<file path="config.mk">
export PLATFORM = sky130hd
export DESIGN_NAME = video_timing_gen
export DESIGN_NICKNAME = d
export VERILOG_FILES = /design/src/rtl/video_timing_gen.sv
export SDC_FILE = /design/constraint.sdc
export NUM_CORES = 1
export LEC_CHECK = 0
export ABC_AREA = 1
export BUFFER_PORTS_ARGS = -buffer_cell sky130_fd_sc_hd__buf_2
export CORE_MARGIN = 10
export CORE_UTILIZATION = 61
export DETAILED_ROUTE_END_ITERATION = 12
export PLACE_DENSITY = 0.86
export SLEW_MARGIN = 5
export SYNTH_ARGS = -nofsm -noshare
export SYNTH_HDL_FRONTEND = slang
export SYNTH_SLANG_ARGS = --single-unit
</file>
<file path="constraint.sdc">
create_clock -name clk -period 6.5 [get_ports clk]
set_clock_uncertainty 0.05 [all_clocks]
set_input_delay 1.3 -clock clk [delete_from_list [all_inputs] [get_ports clk]]
set_output_delay 1.3 -clock clk [all_outputs]
set_load 0.1 [all_outputs]
</file>
<file path="src/rtl/video_timing_gen.sv">
// Raster timing generator: blanking, active-low syncs, beam counters and a centred window.
// Optional interlace (field 1 one line longer, half-line vsync) is enabled by defining INTERLACE_EN.
module video_timing_gen #(
  parameter int CW       = 9,
  parameter int H_ACTIVE = 256,
  parameter int H_FP     = 18,
  parameter int H_SYNC   = 25,
  parameter int H_TOTAL  = 443,
  parameter int V_ACTIVE = 224,
  parameter int V_FP     = 18,
  parameter int V_SYNC   = 3,
  parameter int V_TOTAL  = 263,
  parameter int WIN_X0   = 32,
  parameter int WIN_Y0   = 20,
  parameter int WIN_W    = 192,
  parameter int WIN_H    = 184
) (
  input  logic          clk,
  input  logic          reset,
  input  logic          ce,
  input  logic          interlace,
  output logic          hs,
  output logic          vs,
  output logic          hb,
  output logic          vb,
  output logic [CW-1:0] hcount,
  output logic [CW-1:0] vcount,
  output logic          win_de,
  output logic [CW-1:0] win_x,
  output logic [CW-1:0] win_y,
  output logic          line_start,
  output logic          frame_start,
  output logic          field
);

  localparam logic [CW-1:0] LP_H_LAST  = CW'(H_TOTAL - 1);
  localparam logic [CW-1:0] LP_V_LAST0 = CW'(V_TOTAL - 1);
  localparam logic [CW-1:0] LP_V_LAST1 = CW'(V_TOTAL);
  localparam logic [CW-1:0] LP_HA      = CW'(H_ACTIVE);
  localparam logic [CW-1:0] LP_HS0     = CW'(H_ACTIVE + H_FP);
  localparam logic [CW-1:0] LP_HS1     = CW'(H_ACTIVE + H_FP + H_SYNC);
  localparam logic [CW-1:0] LP_VA      = CW'(V_ACTIVE);
  localparam logic [CW-1:0] LP_VS0     = CW'(V_ACTIVE + V_FP);
  localparam logic [CW-1:0] LP_VS1     = CW'(V_ACTIVE + V_FP + V_SYNC);
  localparam logic [CW-1:0] LP_WX0     = CW'(WIN_X0);
  localparam logic [CW-1:0] LP_WX1     = CW'(WIN_X0 + WIN_W);
  localparam logic [CW-1:0] LP_WY0     = CW'(WIN_Y0);
  localparam logic [CW-1:0] LP_WY1     = CW'(WIN_Y0 + WIN_H);
`ifdef INTERLACE_EN
  localparam logic [CW-1:0] LP_H_HALF  = CW'(H_TOTAL / 2);
`endif

  logic [CW-1:0] r_hcount, r_vcount, r_win_x, r_win_y;
  logic          r_hs, r_vs, r_hb, r_vb, r_win_de, r_field;

  logic [CW-1:0] w_h_nxt, w_v_nxt, w_win_x_nxt, w_win_y_nxt;
  logic          w_h_wrap, w_v_last, w_field_nxt;
  logic          w_hs_nxt, w_vs_nxt, w_hb_nxt, w_vb_nxt, w_win_de_nxt;

  function automatic logic f_in_range(input logic [CW-1:0] val,
                                      input logic [CW-1:0] lo,
                                      input logic [CW-1:0] hi);
    return (val >= lo) && (val < hi);
  endfunction

  // Next beam position; decoding the next position keeps outputs aligned with the counters.
  always_comb begin
    w_h_wrap = (r_hcount == LP_H_LAST);
    w_v_last = (r_vcount == (r_field ? LP_V_LAST1 : LP_V_LAST0));
    w_h_nxt  = w_h_wrap ? '0 : r_hcount + CW'(1);
    w_v_nxt  = r_vcount;
    if (w_h_wrap) w_v_nxt = w_v_last ? '0 : r_vcount + CW'(1);
`ifdef INTERLACE_EN
    w_field_nxt = r_field;
    if (w_h_wrap && w_v_last) w_field_nxt = interlace ? ~r_field : 1'b0;
`else
    w_field_nxt = 1'b0;
`endif
  end

  always_comb begin
    w_hb_nxt     = (w_h_nxt >= LP_HA);
    w_vb_nxt     = (w_v_nxt >= LP_VA);
    w_hs_nxt     = ~f_in_range(w_h_nxt, LP_HS0, LP_HS1);
    w_vs_nxt     = ~f_in_range(w_v_nxt, LP_VS0, LP_VS1);
`ifdef INTERLACE_EN
    // Field 1 shifts both vsync edges to mid-line.
    if (w_field_nxt)
      w_vs_nxt = ~(((w_v_nxt == LP_VS0) && (w_h_nxt >= LP_H_HALF)) ||
                   ((w_v_nxt > LP_VS0) && (w_v_nxt < LP_VS1)) ||
                   ((w_v_nxt == LP_VS1) && (w_h_nxt < LP_H_HALF)));
`endif
    w_win_de_nxt = f_in_range(w_h_nxt, LP_WX0, LP_WX1) && f_in_range(w_v_nxt, LP_WY0, LP_WY1);
    w_win_x_nxt  = w_win_de_nxt ? (w_h_nxt - LP_WX0) : '0;
    w_win_y_nxt  = w_win_de_nxt ? (w_v_nxt - LP_WY0) : '0;
  end

`ifndef INTERLACE_EN
  logic w_unused_interlace;
  assign w_unused_interlace = interlace;
`endif

  always_ff @(posedge clk or posedge reset) begin
    if (reset) begin
      r_hcount <= '0;
      r_vcount <= '0;
      r_hs     <= 1'b1;
      r_vs     <= 1'b1;
      r_hb     <= 1'b0;
      r_vb     <= 1'b0;
      r_win_de <= 1'b0;
      r_win_x  <= '0;
      r_win_y  <= '0;
      r_field  <= 1'b0;
    end else if (ce) begin
      r_hcount <= w_h_nxt;
      r_vcount <= w_v_nxt;
      r_hs     <= w_hs_nxt;
      r_vs     <= w_vs_nxt;
      r_hb     <= w_hb_nxt;
      r_vb     <= w_vb_nxt;
      r_win_de <= w_win_de_nxt;
      r_win_x  <= w_win_x_nxt;
      r_win_y  <= w_win_y_nxt;
      r_field  <= w_field_nxt;
    end
  end

  assign hcount      = r_hcount;
  assign vcount      = r_vcount;
  assign hs          = r_hs;
  assign vs          = r_vs;
  assign hb          = r_hb;
  assign vb          = r_vb;
  assign win_de      = r_win_de;
  assign win_x       = r_win_x;
  assign win_y       = r_win_y;
  assign field       = r_field;
  assign line_start  = (r_hcount == '0);
  assign frame_start = (r_hcount == '0) && (r_vcount == '0);

`ifndef SYNTHESIS
  always @(posedge clk) begin
    assert (H_ACTIVE + H_FP + H_SYNC <= H_TOTAL) else $error("horizontal timing exceeds H_TOTAL");
    assert (V_ACTIVE + V_FP + V_SYNC <= V_TOTAL) else $error("vertical timing exceeds V_TOTAL");
    assert ((WIN_X0 + WIN_W <= H_ACTIVE) && (WIN_Y0 + WIN_H <= V_ACTIVE))
      else $error("window outside active area");
  end
`endif

endmodule

</file>
==> qor.txt, run 1 <==
Global-route wire length before repair: 12.22 mm
Final WS setup: 2.949 ns
Final Hold Fails: 0
Post-DP HPWL: 5.517 mm
Hold-fix buffers, CTS: 0
Synthesized Nets: 401
Clk sinks: 40
Maximum clock frequency: 281.6 MHz
Dpl ws: 3.305 ns
CTS clk-pin slew, worst paths: 0.08 ns
DRT Pass-1 Iters: 5
Final min period: 3.551 ns
Largest cells by area after synthesis: dfrtp_1 (34%), nand2_1 (14%), inv_1 (6.2%)
Placer Congestion: 0.9276
Crit path max fanout: 6
Total CTS buffers: 5
RSZ-0062 raised after global routing: no
Yosys reg bits: 40
FP Rows: 24
Syn Std Cell Area: 0.002799 mm^2
Worst EP required: 5.15 ns
Cells after Synth: 387
Final setup viols: 0
Reg2reg path depth: 16
Synthesis Warnings: 0
Ys async rst share: 100.0%
Resize count post-CTS: 0
Post-synthesis sequential area ratio: 35.85%
Max-cap violations: 0
Fin crit share: 54.63%
Top cells by count, synth: nand2_1 (108), inv_1 (46), dfrtp_1 (38)
Synth area leader: dfrtp_1
CP arrival: 2.20 ns
Longest Clk Path Bufs: 2
Vias: 2678
Pin count of the biggest net entering global routing: 41
Share of the synthesized area in the top cell type: 33.97%
Input/output buffers: 45
Hold Path Class: reg -> reg
Wire per inst: 15.08 um
H-tree levels: 2
Static Leak: 1.635 nW
Main synth FF type: dfrtp_1
Number of enable flip-flop cells after synthesis: 0
Initial core utilization: 63.84%
Total Neg Setup Slack: 0 ns
Die H: 87.74 um
WHS: 0.4306 ns
Maximum VDD drop: 0.2253 mV
Die X: 87.74 um
Number of inserted diodes: 0
Avg Synthesized Cell Area: 7.232 um^2
WL final: 7.223 mm
Num ports: 48
Critical path type: reg -> out
Non-filler cells, final: 479
Most frequent cell after synthesis: nand2_1
Share of cells above drive strength 1: 23.19%
CTS tree: yes
Setup crit start kind: register
Normalized max-slew margin: 58.07%
Total die area: 0.007697 mm^2
Setup crit end kind: output port
Post-CTS Setup Inserts: 0
Worst Tran Pin Value: 0.6283 ns
Nets: 441
Hold-critical path depth: 2
Initial antenna violation count: 0
Final Slew Violations: 0
P&R area growth vs syn: 10.19%
Post-route ant nets: 0
Distinct cells, synth: 31
Fin util: 70.35%
Drc violations: 0
Skew-Pair Late Insertion Delay: 0.30 ns
Placed Cells incl. Taps: 472
Core Footprint: 0.004384 mm^2
Detailed Route Iter0 Violations: 193
Tot GR Track Use: 19.59%
Status: completed
Vias in the first global route: 2574
Power Density: 364.5 mW/mm^2
GRT overflow: 0
Root buf cell: clkbuf_8
Via/cell ratio: 5.591
==> worst paths after layout <==
kind	from	endpoint	slack, ns
max in group asynchronous	reset	vs	4.98
max reg2reg	hcount[0]	win_x[2]	3.40
min in group asynchronous	reset	hcount[3]	1.06
min	win_de	win_de	0.43
min reg2reg	win_de	win_de	0.43
max	hcount[0]	frame_start	2.95
==> cell families (layout without fill, tap and decap cells) <==
family          count (synthesis)  count (layout)  share of synthesized area (%)
flops                          40              40                          35.85
simple gates                  223             223                          37.91
other cells                     1               1                         0.1340
xor+xnor                        5               5                          1.565
fa+ha+maj                      10              10                          4.470
buf+inv                        64             104                          10.51
compound gates                 44              44                          9.566
==> area by class of cell <==
class | instances | area, um^2
multi-input combinational | 283 | 1506
fill | 402 | 1300
sequential | 40 | 1003
timing repair buffer | 47 | 240.2
inverter | 50 | 187.7
clock buffer | 5 | 68.82
tap | 52 | 65.06
clock inverter | 2 | 12.51
==> metrics by stage <==
stage	cell area (um^2)	total power, mW
final	3084	1.124
after global routing	3084	1.191
after global placement	3003	0.9545
after CTS	3084	1.126
after detailed placement	3003	0.9634
after floorplan	2804	0.8608
==> metal layers <==
metal / share of wire (%) / wire length [um] / vias up / GRT usage, %
li1: - / - / 1320 / -
met1: 46 / 3307 / 1239 / 26.43
met2: 45 / 3224 / 108 / 29.83
met3: 7.9 / 571 / 11 / 5.107
met4: 1.7 / 120 / 0 / 6.232
met5: 0 / 0 / - / 0
==> flip-flops by register name, indices dropped and copies added (netlist names) <==
signal / cells
hcount: 9
vcount: 9
win_x: 9
win_y: 9
hs: 1
vb: 1
vs: 1
win_de: 1
==> critical path, stage by stage (launching register included) <==
cell and delay (ns):
dfrtp_1 0.41, inv_1 0.22, ha_1 0.20, nand3_1 0.09
nor3_1 0.29, nor3b_2 0.23, buf_2 0.45
==> cells in the final DEF, fill, tap and decap left out, types with 4 or more instances in the layout <==
master    count
nand2_1     108
clkbuf_8      5
dfrtp_1      38
nor2_2        5
nand4_1      18
o21ai_2       9
nand2_2       9
nor2_1       31
ha_1         10
nor2_4        4
o21ai_0      26
nand3_1      32
inv_1        46
nor3_1        7
inv_2         4
a21oi_1       4
buf_2        45
==> power breakdown <==
group / internal (mW) / leakage (nW) / switching (mW)
clock network: 0.0727 / 0.0400 / 0.0879
logic: 0.115 / 1.07 / 0.512
registers: 0.287 / 0.525 / 0.0489
total: 0.475 / 1.63 / 0.649
Power figures use the tool's default switching activity.
==> inputs of run 2 (changes only) <==
CORE_UTILIZATION = 57   (was 61)
PLACE_DENSITY = 0.81   (was 0.86)
clock period = 3.4 ns   (was 6.5 ns; I/O delays follow)
==> run 2 against run 1 <==
  * Worst setup slack worse by 2.5 ns
  * Final cell count grew 3.3%
  * Die area is 5.4% higher
  * Core utilization is 2.9 points lower
  * Cell area rose by 3.9%
  * Sequential power rose by 96%
  * Power up 100%
  * Combinational power up 96%
  * Register-to-register slack lost 2.9 ns
  * Hold slack got worse by 0.019 ns
  * Wire length is 1.2% lower
  * Via count increased by 0.78%
==> qor.txt, run 2 (synthesis results as in run 1) <==
WP buf/inv: 2 (unchanged)
Tot GR Track Use: 17.47% (-2.1 points)
Sequential Power Share: 28.9% (-1.0 points)
Combinational share of power: 53.8% (-2.0 points)
Maximum clock frequency: 339.8 MHz
Normalized max-slew margin: 55.78% (-2.3 points)
Setup crit start: hcount[0]
CP max stage delay: 0.52 ns (+0.07 ns)
Longest Clk Path Bufs: 2 (unchanged)
Fin util: 67.42% (-2.9 points)
Crit-path cells: inv_6, ha_1, nand2_1, nor2_4, nand2_2, nand3_1, inv_1, ha_1, nand4_1, nand2_1, a21oi_2, nand2_2, nor2_4, nand2_4, o21ai_2
Worst Tran Pin Value: 0.6626 ns (+0.03432 ns)
Worst EP required: 3.58 ns (-1.57 ns)
P_sw: 1.268 mW (+95%)
Drc violations: 0 (unchanged)
Final Slew Violations: 0 (unchanged)
FF-to-FF End: win_x[0]
Skew-Pair Late Insertion Delay: 0.30 ns (about the same)
Total die area: 0.008114 mm^2 (+5.4%)
Slowest CP cell: dfrtp_4
Critical path's top delay family: simple AND/OR/NAND/NOR gates
Share of cells above drive strength 1: 26.40% (+3.2 points)
Resize count post-CTS: 0 (unchanged)
Cell Int Power: 1.015 mW (+110%)
Core Footprint: 0.004755 mm^2 (+8.4%)
Most frequent cells in the layout: nand2_1 (108), buf_2 (45), inv_1 (44)
Final setup viols: 0 (unchanged)
Clock Power Share: 17.3% (+3.0 points)
Nets: 441 (unchanged)
Initial core utilization: 58.87% (-5.0 points)
Sw Share: 55.55% (-2.2 points)
CTS clk-pin slew, worst paths: 0.08 ns (about the same)
Post-CTS Setup Inserts: 0 (unchanged)
Status: completed
CP arrival: 3.12 ns (+0.92 ns)
Vias: 2699 (+0.78%)
Detailed Route Iter0 Violations: 270 (+40%)
Critical Path Stages: 15 (+9)
Reg2Reg Launch Point: hcount[0]
Post-route ant nets: 0 (unchanged)
Wire per inst: 14.42 um (-4.4%)
Via/cell ratio: 5.453 (-2.5%)
Maximum VDD drop: 0.4288 mV (+90%)
Most common cell after layout, fill and taps aside: nand2_1
Num ports: 48 (unchanged)
DRT Pass-1 Iters: 5 (unchanged)
Total CTS buffers: 5 (unchanged)
H-tree levels: 2 (unchanged)
CTS tree: yes
Static Leak: 1.654 nW (+1.2%)
Input/output buffers: 45 (unchanged)
Final min period: 2.943 ns
RSZ-0062 raised after global routing: no
P&R area growth vs syn: 14.53%
FP Rows: 25 (+4.2%)
Setup crit end kind: register
Flop2flop setup slack: 0.46 ns (-2.94 ns)
Max-cap violations: 0 (unchanged)
Hold-fix buffers, CTS: 0 (unchanged)
Critical path type: reg -> reg
Power Density: 712.3 mW/mm^2 (+95%)
Hold Path Class: in -> async
Fin crit share: 86.57%
WHS: 0.4114 ns (-0.01917 ns)
Placer Congestion: 0.9338 (+0.67%)
Global-route wire length before repair: 12.07 mm (-1.2%)
Number of inserted diodes: 0 (unchanged)
Die X: 90.08 um (+2.7%)
Pin count of the biggest net entering global routing: 38 (-7.3%)
Total Neg Setup Slack: 0 ns (unchanged)
Vias in the first global route: 2535 (-1.5%)
GRT overflow: 0 (unchanged)
Crit path max fanout: 12 (+6)
Setup crit start kind: register
Die H: 90.08 um (+2.7%)
Initial antenna violation count: 0 (unchanged)
Reg2reg path depth: 15 (-1)
Post-DP HPWL: 5.324 mm (-3.5%)
CP endpoint: win_x[0]
WL final: 7.139 mm (-1.2%)
Clk sinks: 40 (unchanged)
Root buf cell: clkbuf_8
Total power: 2.283 mW (+100%)
Final Hold Fails: 0 (unchanged)
-- run 2: cell types whose count changed in the layout (fill, tap and decap cells not counted), sizes merged --
cell	before	now
bufinv	0	1
clkbuf	5	6
clkinvlp	1	0
-- run 2: area by class of cell --
type                       instances  area [um^2]
fill                             412         1549
multi-input combinational        283         1541
sequential                        40         1027
timing repair buffer              47        252.7
inverter                          50        192.7
tap                               67        83.83
clock buffer                       6        72.57
clock inverter                     2        35.03
-- run 2: worst min path at each step --
stage / from / endpoint / cells after the start
2_1_floorplan: hs / hs / 2
3_3_place_gp: win_y[7] / win_y[7] / 2
3_5_place_dp: win_x[8] / win_x[8] / 2
4_1_cts: win_y[6] / win_y[6] / 2
5_1_grt: win_x[1] / win_x[1] / 2
6_report: reset / win_x[4] / 2
-- run 2: per-stage QoR --
stage | instance area [um^2] | setup WS [ns] | cells
6_report | 3206 | 0.4567 | 495
5_1_grt | 3206 | 0.2319 | 495
2_1_floorplan | 2868 | -0.03678 | 387
4_1_cts | 3206 | 0.4768 | 495
3_3_place_gp | 3098 | 0.5391 | 487
3_5_place_dp | 3098 | 0.4917 | 487
-- run 2: power groups by stage --
stage | Sequential, mW | Clock, mW | Combinational (mW)
after floorplan | 1.18 | 0 | 0.506
after global placement | 0.663 | 0 | 1.20
after detailed placement | 0.667 | 0 | 1.22
after CTS | 0.658 | 0.400 | 1.23
after global routing | 0.676 | 0.412 | 1.31
final | 0.660 | 0.394 | 1.23
-- run 2: metal layers --
| metal | up-vias | GRT usage (%) | share of wire, % |
|---|---|---|---|
| li1 | 1319 | - | - |
| met1 | 1249 | 23.21 | 45 |
| met2 | 124 | 27.06 | 46 |
| met3 | 7 | 4.904 | 8.0 |
| met4 | 0 | 4.775 | 1.0 |
| met5 | - | 0 | 0 |
